`src/rtl/mem_arbiter.sv`:
```
// Two-CPU memory arbiter: data requests beat instruction requests, round-robin within a class,
// one RAM transaction per GRANT with a bounded wait for ramstate ACCESS.
module mem_arbiter #(
    parameter int TIMEOUT = 16
) (
    input  logic             CLK,
    input  logic             RST,
    input  logic [1:0]       iREN,
    input  logic [1:0][31:0] iaddr,
    output logic [1:0]       iwait,
    output logic [1:0][31:0] iload,
    input  logic [1:0]       dREN,
    input  logic [1:0]       dWEN,
    input  logic [1:0][31:0] daddr,
    input  logic [1:0][31:0] dstore,
    output logic [1:0]       dwait,
    output logic [1:0][31:0] dload,
    output logic             ramREN,
    output logic             ramWEN,
    output logic [31:0]      ramaddr,
    output logic [31:0]      ramstore,
    input  logic [31:0]      ramload,
    input  logic [1:0]       ramstate,
    output logic             timeout
);

    typedef enum logic {IDLE, GRANT} state_e;

    localparam logic [1:0] RAM_ACCESS = 2'd2;
    localparam logic [4:0] CNT_LAST   = 5'(TIMEOUT - 1);

    state_e     state_q;
    logic       gcpu_q;
    logic       gdata_q;
    logic       rrptr_q;
    logic [4:0] cnt_q;

    logic [1:0] dreq;
    logic [1:0] cand;
    logic       any_d;
    logic       win_cpu;
    logic       access;
    logic       g_req;
    logic       grant_done;

    assign dreq    = dREN | dWEN;
    assign any_d   = |dreq;
    assign cand    = any_d ? dreq : iREN;
    assign win_cpu = cand[rrptr_q] ? rrptr_q : ~rrptr_q;
    assign access  = (ramstate == RAM_ACCESS);

    // The granted request is re-sampled every GRANT cycle; if it drops, the grant ends quietly.
    assign g_req      = gdata_q ? dreq[gcpu_q] : iREN[gcpu_q];
    assign grant_done = (state_q == GRANT) && g_req && access;
    assign timeout    = (state_q == GRANT) && g_req && !access && (cnt_q == CNT_LAST);

    assign iload = {2{ramload}};
    assign dload = {2{ramload}};

    // NOTE: state registers use non-blocking assignments so every register samples pre-edge values.
    always_ff @(posedge CLK or posedge RST) begin
        if (RST) begin
            state_q <= IDLE;
            gcpu_q  <= 1'b0;
            gdata_q <= 1'b0;
            rrptr_q <= 1'b0;
            cnt_q   <= '0;
        end else begin
            case (state_q)
                IDLE: begin
                    if (|cand) begin
                        state_q <= GRANT;
                        gcpu_q  <= win_cpu;
                        gdata_q <= any_d;
                        rrptr_q <= ~win_cpu;
                        cnt_q   <= '0;
                    end
                end
                GRANT: begin
                    if (!g_req || access || cnt_q == CNT_LAST) begin
                        state_q <= IDLE;
                    end else begin
                        cnt_q <= cnt_q + 5'd1;
                    end
                end
                default: state_q <= IDLE;
            endcase
        end
    end

    // NOTE: every output gets a default first so no path through this block infers a latch.
    always_comb begin
        ramREN   = 1'b0;
        ramWEN   = 1'b0;
        ramaddr  = '0;
        ramstore = '0;
        iwait    = 2'b11;
        dwait    = 2'b11;
        if (state_q == GRANT) begin
            if (gdata_q) begin
                ramaddr  = daddr[gcpu_q];
                ramWEN   = dWEN[gcpu_q];
                ramREN   = dREN[gcpu_q] & ~dWEN[gcpu_q];
                ramstore = dstore[gcpu_q];
            end else begin
                ramaddr = iaddr[gcpu_q];
                ramREN  = iREN[gcpu_q];
            end
        end
        if (grant_done) begin
            if (gdata_q) dwait[gcpu_q] = 1'b0;
            else         iwait[gcpu_q] = 1'b0;
        end
    end

endmodule

```
`config.mk`:
```
export PLATFORM = sky130hd
export DESIGN_NAME = mem_arbiter
export DESIGN_NICKNAME = d
export VERILOG_FILES = /design/src/rtl/mem_arbiter.sv
export SDC_FILE = /design/constraint.sdc
export NUM_CORES = 1
export LEC_CHECK = 0
export ABC_AREA = 1
export ABC_CLOCK_PERIOD_IN_PS = 3200
export BUFFER_PORTS_ARGS = -buffer_cell sky130_fd_sc_hd__clkbuf_2
export CAP_MARGIN = 25
export CORE_AREA = 2 2 166 168
export CTS_CLUSTER_DIAMETER = 60
export CTS_CLUSTER_SIZE = 25
export DETAILED_ROUTE_END_ITERATION = 8
export DIE_AREA = 0 0 168 170
export PLACE_DENSITY_LB_ADDON = 0.15
export SYNTH_ARGS = -nofsm -noshare
export SYNTH_HDL_FRONTEND = slang
export SYNTH_SLANG_ARGS = --single-unit
export TNS_END_PERCENT = 100
```
`constraint.sdc`:
```
create_clock -name CLK -period 3.2 [get_ports CLK]
set_clock_uncertainty 0.1 [all_clocks]
set_input_delay 0.64 -clock CLK [delete_from_list [all_inputs] [get_ports CLK]]
set_output_delay 0.64 -clock CLK [all_outputs]
set_load 0.05 [all_outputs]
```
Word level (Yosys, flattened, before mapping):

Index checks and enable logic that the tools add are counted.

* bits in latches: 0
* RAM bits: 0
* word-level logic and storage cells: 72
* register bits: 9
* input bits: 234
* bits in read-only memories: 0
* memories kept: 0

* div/mod/pow operators: 0
* shift operators: 0
* bitwise logic cells: 7
* mux-type cells: 39
* $mul: 0
* add/subtract/negate cells: 1
* reduce and logical (&&, ||, !) cells: 13
* order comparisons: 3
* eq/ne operators: 4

Operator list (number)
* 32-bit 2-to-1 mux: 10
* 1-bit 2-to-1 mux: 19
* 2-bit 2-to-1 mux: 5
* 5-bit 2-to-1 mux: 2
* 5-bit case mux with 2 select lines: 1
* 5-bit by 1-bit adder with 5-bit output, second input constant: 1
* 5-bit by 4-bit equality test with 1-bit output, second input constant: 1
* 1-bit logical AND: 5
* 1-bit by 2-bit < comparator with 1-bit output, second input constant: 2
* 2-bit != test, second input constant: 2
* 1-bit inverter: 4
* 2-bit AND reduction: 2
* 2-bit OR reduction: 2
* 2-bit equality test, second input constant: 1
* 1-bit logical NOT: 2
* 1-bit logical OR: 2
* 2-bit inverter: 1
* 2-bit OR: 1
* 1-bit case mux with 2 select lines: 1
* 1-bit bitwise AND: 1
* 1-bit demux with 1-bit select: 1
* 1-bit greater-or-equal comparator, second input constant: 1

Longest topological paths before layout:

Gate-level depths: netlist of the first run.

* depth after elaboration: 9
* gate-level depth with buffers: 10
* mapped depth without buffers: 9

Worst setup path after synthesis of the first run:

Ideal clock, no wire load.

* kind: in2out
* from: in dWEN[0]
* to: out ramWEN
* stages: 4
* path slack: 0.624 ns
* data arrival time: 1.836 ns
* path through: inv_1 nand2_1 o21ai_1 nor3_1

* cells in the longest elaborated chain, start to end: 4

RTL lines
* start, declared: line 13 `input logic [1:0] dWEN,`
* 1-bit 2-to-1 mux (not written as such) (2 in series): line 102 `ramWEN = dWEN[gcpu_q];`
* 1-bit 2-to-1 mux: line 100 `if (gdata_q) begin`
* 1-bit 2-to-1 mux: line 99 `if (state_q == GRANT) begin`
* end, declared: line 19 `output logic ramWEN,`

Every way passes these cells. The select of a mux whose other input is x is not followed.

Worst setup path in the final report of the first run:

* from: reg gcpu_q
* to: out ramaddr[5]

* cells in the longest elaborated chain, start to end: 4
* elaborated cells on any way between the ends: 6

RTL lines
* start, declared: line 33 `logic gcpu_q;`
* start signal, assigned: line 73 `gcpu_q <= win_cpu;`
* 32-bit 2-to-1 mux, on equally long branches (2 in series): line 106, 101
* 32-bit 2-to-1 mux (*): line 100
* 32-bit 2-to-1 mux (*): line 99
* end, declared: line 20 `output logic [31:0] ramaddr,`

Mark *: on every way between the ends. The rest lies on a longest branch, timed or not. The select of a mux whose other input is x is not followed.

==> results of run 1 <==
[cell usage after synthesis]
library cell  count  area, µm²
a21oi_1          41        205
nand2_2          12       75.1
nand3_1          10       50.1
buf_4           132        991
nand4_1           1       6.26
a21oi_2          27        236
dfrtp_1           9        225
nor2_1            5       18.8
or2_1             1       6.26
ha_1              2       25.0
o211ai_1          1       7.51
xor2_1            1       8.76
nand2_1          81        304
and3_1            1       6.26
inv_1            14       52.6
nor2_2            1       6.26
nor2b_1           1       6.26
o21ai_1           1       5.00
buf_2            13       65.1
clkbuf_1          2       7.51
a22oi_1          47        353
nor3_2            1       10.0
nor3_1            1       5.00
nand3_2           1       10.0
buf_6             6       67.6
nor2_4            3       33.8
nand3_4           1       17.5
buf_1             1       3.75
buf_8             2       30.0
a22oi_2          17        213
inv_2             5       18.8
o21ai_0           6       30.0
[worst paths after layout]
kind	from	end	slack, ns	cells after the start
min reg2reg	cnt_q[4]	cnt_q[4]	0.41	2
max in group asynchronous	RST	gcpu_q	2.46	2
min in group CLK	cnt_q[4]	cnt_q[4]	0.41	2
max	gcpu_q	ramaddr[5]	0.38	6
min	RST	cnt_q[1]	0.26	2
max reg2reg	gcpu_q	cnt_q[2]	1.45	9
[per-layer routing]
layer / vias to the layer above / GRT usage
li1: 1657 / -
met1: 1484 / 0.109
met2: 144 / 0.176
met3: 41 / 0.0165
met4: 0 / 0.0238
met5: - / 0
[layout make-up]
| cell class | count | area, µm² | area share |
|---|---|---|---|
| clock buffers | 4 | 78.8 | 0.0192 |
| inverters | 19 | 72.6 | 0.0177 |
| multi-input cells | 263 | 1640 | 0.399 |
| flip-flops and latches | 9 | 225 | 0.0548 |
| well taps | 341 | 427 | 0.104 |
| repair buffers | 282 | 1670 | 0.406 |
[state kept, by name, summed over array words and instances, names as in the netlist]
| register | flops |
|---|---|
| gdata_q | 1 |
| cnt_q | 5 |
| gcpu_q | 1 |
| rrptr_q | 1 |
| state_q | 1 |
[through the flow]
step | setup WS (ns) | instance area, µm² | power, µW | std cells
after floorplan | 0.624 | 3100 | 3820 | 447
after global placement | 0.617 | 4030 | 4660 | 914
after detailed placement | 0.571 | 4030 | 4630 | 914
after CTS | 0.324 | 4110 | 4870 | 918
after global routing | 0.247 | 4110 | 5090 | 918
final | 0.378 | 4110 | 4770 | 918
[worst register-to-register path: stages, from the launching register on]
cell and delay [ns]:
dfrtp_1 0.51, nor2_4 0.23, buf_12 0.26, nand2_1 0.14, nand2_2 0.12, nor2_4 0.06
nand3_4 0.09, inv_2 0.05, nand2_1 0.05, nand2_1 0.05
[power breakdown]
group	switching [µW]	total, µW	internal, µW
Combinational	3140	4330	1190
Clock	54.1	221	167
Sequential	62.4	216	153
Total	3260	4770	1510
[cell families after synthesis]
| logic type | Yosys count | share of synthesized area |
|---|---|---|
| AND/OR/NAND/NOR | 120 | 0.179 |
| flip-flops | 9 | 0.0726 |
| buffers and inverters | 175 | 0.399 |
| AO/OA/AOI/OAI | 140 | 0.339 |
| adder cells (fa/ha/maj) | 2 | 0.00807 |
| XOR/XNOR | 1 | 0.00283 |
==> results.json, run 1 <==
{
  "status": "complete, no violations",
  "cp.required_ns": 2.46,
  "fp-row-count": 60,
  "finalCritPeriodShare": 0.882,
  "vias": 3326,
  "start_util": 0.116,
  "critical_path_arrival_ns": 2.08,
  "numCtsBuffers": 3,
  "drtIter0Drc": 100,
  "core_um2": 26700,
  "cp-end-kind": "output port",
  "critical_path_class": "reg2out",
  "critPathSlowestCell": "dfrtp_1",
  "drive_gt1_frac": 0.614,
  "slew_violations": 0,
  "num_antenna_cells": 0,
  "clockBufferDepth": 2,
  "hold_viol": 0,
  "hp-class": "in2async",
  "relSlewSlack": 0.661,
  "syn_nets": 683,
  "p_leak_uw": 0.00200,
  "rsz0062_at_grt": "no",
  "fmax_mhz": 354,
  "gp_congestion": 0.709,
  "wl_met2_um": 7490,
  "final_cell_mix": "clkbuf_2 (260), nand2_1 (81), a22oi_1 (47)",
  "antenna_found_initial": 0,
  "die-area_um2": 28600,
  "grt_use_total": 0.0934,
  "grt_max_degree": 36,
  "nNetsFinal": 814,
  "p_per_area_nw_per_um2": 1160,
  "synth-seq-cells": 9,
  "maxCapViolations": 0,
  "holdBufCountCts": 0,
  "grt_pass1_vias": 3401,
  "gr-total-overflow": 0,
  "cts_tree": "done",
  "critPathMaxStageDelay_ns": 0.57,
  "timing.setup.tns_ns": 0,
  "clock-sinks": 9,
  "io_pins": 433,
  "antenna_left": 0,
  "setup.worst_path.start_class": "flip-flop",
  "die_x_um": 168,
  "clkLatencyLatePin_ns": 0.23,
  "syn_inst": 447,
  "peakVddDrop_uv": 345,
  "synth_cell_types": 32,
  "routed.top_layer": "met4",
  "grt_pass1_wl_um": 20500,
  "finalCriticalPeriod_ns": 2.82,
  "crit_family": "buffers and inverters",
  "synth_warnings": 0,
  "final_util": 0.154,
  "postCtsResizedCells": 0,
  "area_growth_pct": 32.5,
  "m1WireLength_um": 5660,
  "htreeDepth": 1,
  "setup_viol": 0,
  "routedWlPerCell_um": 15.8,
  "layout_commonest_cell": "clkbuf_2",
  "remaining_drc_errors": 0,
  "crit_chain": "nand2_1, inv_2, buf_4, a22oi_1, a21oi_2, clkbuf_2",
  "syn_avg_cell_area_um2": 6.94,
  "crit_fanout": 17,
  "via_per_inst": 3.62,
  "timing.hold.ws_ns": 0.262,
  "syn-cell-area_um2": 3100,
  "io_buffers": 272,
  "die_y_um": 170,
  "post_cts_buffers": 0,
  "n_fill_cell": 3092,
  "cts_root_buf": "clkbuf_16",
  "seq_area_frac_synth": 0.0726,
  "path_buf_inv": 3,
  "worst_pin_slew_ns": 0.508,
  "wl_met3_um": 1090,
  "wirelength_um": 14500,
  "hpwl_um": 11800,
  "clkTransAtPathRegs_ns": 0.04,
  "dr.pass1.iters": 4
}
Power figures use the tool's default switching activity.
==> run 2, diff against run 1 <==
--- a/config.mk
+++ b/config.mk
@@ -6,14 +6,14 @@
 export NUM_CORES = 1
 export LEC_CHECK = 0
 export ABC_AREA = 1
-export ABC_CLOCK_PERIOD_IN_PS = 3200
+export ABC_CLOCK_PERIOD_IN_PS = 2300
 export BUFFER_PORTS_ARGS = -buffer_cell sky130_fd_sc_hd__clkbuf_2
 export CAP_MARGIN = 25
-export CORE_AREA = 2 2 166 168
+export CORE_AREA = 2 2 169 171
 export CTS_CLUSTER_DIAMETER = 60
 export CTS_CLUSTER_SIZE = 25
 export DETAILED_ROUTE_END_ITERATION = 8
-export DIE_AREA = 0 0 168 170
+export DIE_AREA = 0 0 171 173
 export PLACE_DENSITY_LB_ADDON = 0.15
 export SYNTH_ARGS = -nofsm -noshare
 export SYNTH_HDL_FRONTEND = slang
==> constraint.sdc (replaced) <==
create_clock -name CLK -period 2.3 [get_ports CLK]
set_clock_uncertainty 0.1 [all_clocks]
set_input_delay 0.46 -clock CLK [delete_from_list [all_inputs] [get_ports CLK]]
set_output_delay 0.46 -clock CLK [all_outputs]
set_load 0.05 [all_outputs]
==> results.json, run 2 (synthesized netlist as in run 1, its figures left out) <==
{
  "cp-end-kind": "output port",
  "crit_chain": "inv_4, nor2_4, buf_12, nand2_2, nand2_2, nor3_4, buf_6, nand2_1, buf_12",
  "gr-total-overflow": 0,
  "hpwl_um": 11500,
  "r2r_setup_slack_ns": 0.65,
  "die-area_um2": 29600,
  "fmax_mhz": 442,
  "critical_path_arrival_ns": 1.70,
  "drtIter0Drc": 100,
  "grt_pass1_wl_um": 19500,
  "largest_register": "cnt_q",
  "status": "complete, no violations",
  "crit_fanout": 7,
  "cts_root_buf": "clkbuf_16",
  "drive_gt1_frac": 0.657,
  "m1WireLength_um": 6010,
  "reg2reg_from": "cnt_q[0]",
  "routedWlPerCell_um": 15.2,
  "antenna_found_initial": 0,
  "antenna_left": 0,
  "grt_use_total": 0.0842,
  "cp.required_ns": 1.74,
  "p_leak_uw": 0.00219,
  "reg2reg_depth": 7,
  "clkTransAtPathRegs_ns": 0.04,
  "wl_met2_um": 7390,
  "largest_reg_flops": 5,
  "io_buffers": 272,
  "power.total_uw": 7880,
  "placed_area_um2": 4390,
  "htreeDepth": 1,
  "wl_met3_um": 990,
  "rsz0062_at_grt": "yes",
  "finalCritPeriodShare": 0.983,
  "clkLatencyLatePin_ns": 0.23,
  "final_cell_mix": "clkbuf_2 (208), nand2_1 (80), a22oi_1 (45)",
  "routed.top_layer": "met4",
  "slew_violations": 0,
  "fin_area_um2": 4740,
  "place_ws_ns": 0.174,
  "maxCapViolations": 0,
  "core_um2": 27600,
  "peakVddDrop_uv": 609,
  "numCtsBuffers": 3,
  "clockBufferDepth": 2,
  "hold_viol": 0,
  "timing.hold.ws_ns": 0.0829,
  "io_pins": 433,
  "critPathMaxStageDelay_ns": 0.44,
  "grt_pass1_vias": 3299,
  "die_x_um": 171,
  "vias": 3393,
  "worst_pin_slew_ns": 0.400,
  "cts_tree": "done",
  "relSlewSlack": 0.733,
  "die_y_um": 173,
  "critPathSlowestCell": "dfrtp_2",
  "fp-row-count": 61,
  "nNetsFinal": 826,
  "clock-sinks": 9,
  "gp_congestion": 0.723,
  "via_per_inst": 3.51,
  "critical_path_class": "reg2out",
  "remaining_drc_errors": 0,
  "setup_viol": 0,
  "layout_commonest_cell": "clkbuf_2",
  "hp-class": "in2async",
  "wirelength_um": 14700,
  "p_per_area_nw_per_um2": 1660,
  "finalCriticalPeriod_ns": 2.26,
  "setup.worst_path.start_class": "flip-flop",
  "layout_setup_ws_ns": 0.0396,
  "grt_max_degree": 41,
  "area_growth_pct": 52.8,
  "dr.pass1.iters": 4,
  "start_util": 0.112,
  "num_antenna_cells": 0,
  "rr_endpoint": "cnt_q[2]"
}
[run 2: changes by cell type in the layout (fill, tap and decap cells not counted), moves of 4 or more]
cell / before / now
clkbuf_2: 260 / 208
clkbuf_4: 0 / 11
buf_4: 6 / 26
buf_6: 0 / 4
buf_12: 16 / 35
buf_2: 0 / 8
a21oi_2: 27 / 39
a21oi_1: 41 / 28
[run 2: area by class of cell]
class                      count  area (µm²)
inverter                      19        73.8
tap                          378         473
clock buffer                   3        75.1
timing repair buffer         294        2150
clock inverter                 1        5.00
multi-input combinational    263        1730
fill                        3209       22900
sequential                     9         228
[run 2: worst max-delay path, delay by kind of cell (launching register included)]
family,cells,cell delay [ns]
buffers and inverters,4,0.55
AND/OR/NAND/NOR,5,0.47
flip-flops,1,0.44
[run 2: where the power goes]
| part | internal, µW | leakage, µW | switching [µW] |
|---|---|---|---|
| combinational | 2640 | 0.00203 | 4650 |
| sequential | 217 | 0.000111 | 59.9 |
| clock | 230 | 0.0000409 | 82.3 |
[run 2: per-stage QoR]
stage	utilization	setup TNS, ns	std cells
finish	0.171	0	967
global route	0.171	-0.298	967
detailed placement	0.159	0	958
floorplan	-	0	447
CTS	0.164	0	962
global placement	0.159	0	958
[run 2: how the worst max path moves through the flow]
stage / start / depth (start not counted) / end / slack [ns]
2_1_floorplan: gdata_q / 6 / ramaddr[17] / 0.005
3_3_place_gp: gcpu_q / 6 / ramstore[30] / 0.18
3_5_place_dp: gcpu_q / 8 / dwait[0] / 0.17
4_1_cts: gcpu_q / 6 / ramaddr[7] / 0.002
5_1_grt: gdata_q / 9 / dwait[1] / -0.05
6_report: gdata_q / 9 / dwait[1] / 0.04
[run 2: metal layers]
metal	vias up	track usage
met1	1524	0.102
met4	0	0.0180
met2	151	0.151
li1	1680	-
met3	38	0.0183
met5	-	0
[run 2: repair_timing]
item,CTS,global route
pin swaps,0,2
cloned,0,3
gates resized for setup,18,89
endpoints found under the setup margin,42,64
hold buffers,0,0
buffers inserted,0,2
hold endpoints to repair,0,0
==> run 3, diff against run 2 <==
--- a/config.mk
+++ b/config.mk
@@ -7,13 +7,13 @@
 export LEC_CHECK = 0
 export ABC_AREA = 1
 export ABC_CLOCK_PERIOD_IN_PS = 2300
-export BUFFER_PORTS_ARGS = -buffer_cell sky130_fd_sc_hd__clkbuf_2
 export CAP_MARGIN = 25
-export CORE_AREA = 2 2 169 171
+export CORE_AREA = 2 2 170 172
 export CTS_CLUSTER_DIAMETER = 60
 export CTS_CLUSTER_SIZE = 25
 export DETAILED_ROUTE_END_ITERATION = 8
-export DIE_AREA = 0 0 171 173
+export DIE_AREA = 0 0 172 174
+export DONT_BUFFER_PORTS = 1
 export PLACE_DENSITY_LB_ADDON = 0.15
 export SYNTH_ARGS = -nofsm -noshare
 export SYNTH_HDL_FRONTEND = slang
==> results.json, run 3 (synthesized netlist as in run 1, its figures left out) <==
{
  "critPathSlowestCell": "dfrtp_2",
  "pwr-share-comb": 0.932,
  "placed_area_um2": 3570,
  "peakVddDrop_uv": 591,
  "hp-class": "in2async",
  "path_buf_inv": 5,
  "slew_violations": 0,
  "nNetsFinal": 642,
  "relSlewSlack": 0.617,
  "swShare": 0.579,
  "final_util": 0.154,
  "reg2reg_depth": 5,
  "fin_area_um2": 4340,
  "fp-row-count": 62,
  "finalCriticalPeriod_ns": 2.30,
  "p_leak_uw": 0.00157,
  "status": "complete, no violations",
  "numCtsBuffers": 3,
  "cp-end-kind": "output port",
  "io_pins": 433,
  "start_util": 0.110,
  "die-area_um2": 29900,
  "io_buffers": 0,
  "clkLatencyLatePin_ns": 0.24,
  "p_clk_frac": 0.036,
  "critical_path_class": "reg2out",
  "fmax_mhz": 435,
  "final_cell_mix": "nand2_1 (75), buf_4 (48), a22oi_2 (47)",
  "rsz0062_at_grt": "yes",
  "grt_max_degree": 33,
  "remaining_drc_errors": 0,
  "hpwl_um": 11800,
  "grt_pass1_vias": 3204,
  "maxCapViolations": 0,
  "core_um2": 28200,
  "antenna_found_initial": 0,
  "clockBufferDepth": 2,
  "worst_pin_slew_ns": 0.575,
  "dr.pass1.iters": 4,
  "vias": 2974,
  "die_y_um": 174,
  "routedWlPerCell_um": 20.6,
  "seq_power_share": 0.032,
  "largest_register": "cnt_q",
  "setup_viol": 0,
  "wirelength_um": 16200,
  "crit_chain": "buf_4, nor2_4, buf_12, buf_12, buf_12, a22oi_2, a21oi_2, buf_12",
  "num_antenna_cells": 0,
  "largest_reg_flops": 5,
  "layout_commonest_cell": "nand2_1",
  "antenna_left": 0,
  "die_x_um": 172,
  "clkTransAtPathRegs_ns": 0.04,
  "crit_fanout": 6,
  "gr-total-overflow": 0,
  "setup.worst_path.start_class": "flip-flop",
  "critPathMaxStageDelay_ns": 0.43,
  "via_per_inst": 3.77,
  "layout_setup_ws_ns": 0.00273,
  "htreeDepth": 1,
  "hold_viol": 0,
  "area_growth_pct": 39.8,
  "gp_congestion": 0.778,
  "crit_family": "buffers and inverters",
  "place_ws_ns": 0.0332,
  "p_per_area_nw_per_um2": 2060,
  "crit_cells": 8,
  "holdBufCountCts": 0,
  "grt_pass1_wl_um": 20800,
  "crit_top_cell": "buf_12",
  "cts_tree": "done",
  "clock-sinks": 9,
  "finalCritPeriodShare": 0.999,
  "power.total_uw": 8950,
  "r2r_setup_slack_ns": 0.57,
  "drive_gt1_frac": 0.585,
  "critical_path_arrival_ns": 1.74,
  "grt_use_total": 0.0948,
  "cts_root_buf": "clkbuf_16",
  "drtIter0Drc": 145,
  "p_int_uw": 3770,
  "cp.required_ns": 1.74,
  "switchingPower_uw": 5180
}
==> run 3: layer usage <==
metal	GRT usage	vias to the layer above	routed length, µm
met1	0.103	1429	5890
met2	0.175	181	8440
li1	-	1317	-
met5	0	-	0
met4	0.0340	0	408
met3	0.0253	47	1480
==> run 3: final timing paths <==
| check | start | to |
|---|---|---|
| worst min-delay path | RST | rrptr_q |
| min in group CLK | dREN[1] | gdata_q |
| max in group asynchronous | RST | state_q |
| worst min register to register | cnt_q[4] | cnt_q[4] |
| worst max-delay path | gdata_q | ramaddr[5] |
| worst max register to register | state_q | gcpu_q |
==> run 3: final cells by class <==
cell class              count  area, µm²
clock buffers               4       78.8
flip-flops and latches      9        228
inverters                  19       80.1
repair buffers            110       1560
fillers                  3255      23900
well taps                 384        480
multi-input cells         263       1910
==> run 3: repair_timing <==
| action | 4_1_cts | 5_1_grt |
|---|---|---|
| setup buffers | 10 | 5 |
| setup endpoints to repair | 43 | 50 |
| hold endpoints to repair | 0 | 0 |
| pin swaps | 4 | 33 |
| cloned | 4 | 4 |
| resized for setup | 14 | 71 |
==> run 3: metrics by stage <==
stage	hold slack, ns	TNS, ns	std cells
floorplan	0.188	0	447
global placement	0.272	0	764
detailed placement	0.273	0	764
CTS	0.0169	-0.446	781
global route	0.0315	-0.899	789
finish	0.00845	0	789
==> run 3: power groups by stage <==
stage               Combinational [µW]  Clock (µW)  Sequential [µW]
detailed placement                7030           0              287
global placement                  7000           0              285
finish                            8340         319              290
floorplan                         5060           0              258
global route                      8730         334              298
CTS                               7720         328              288
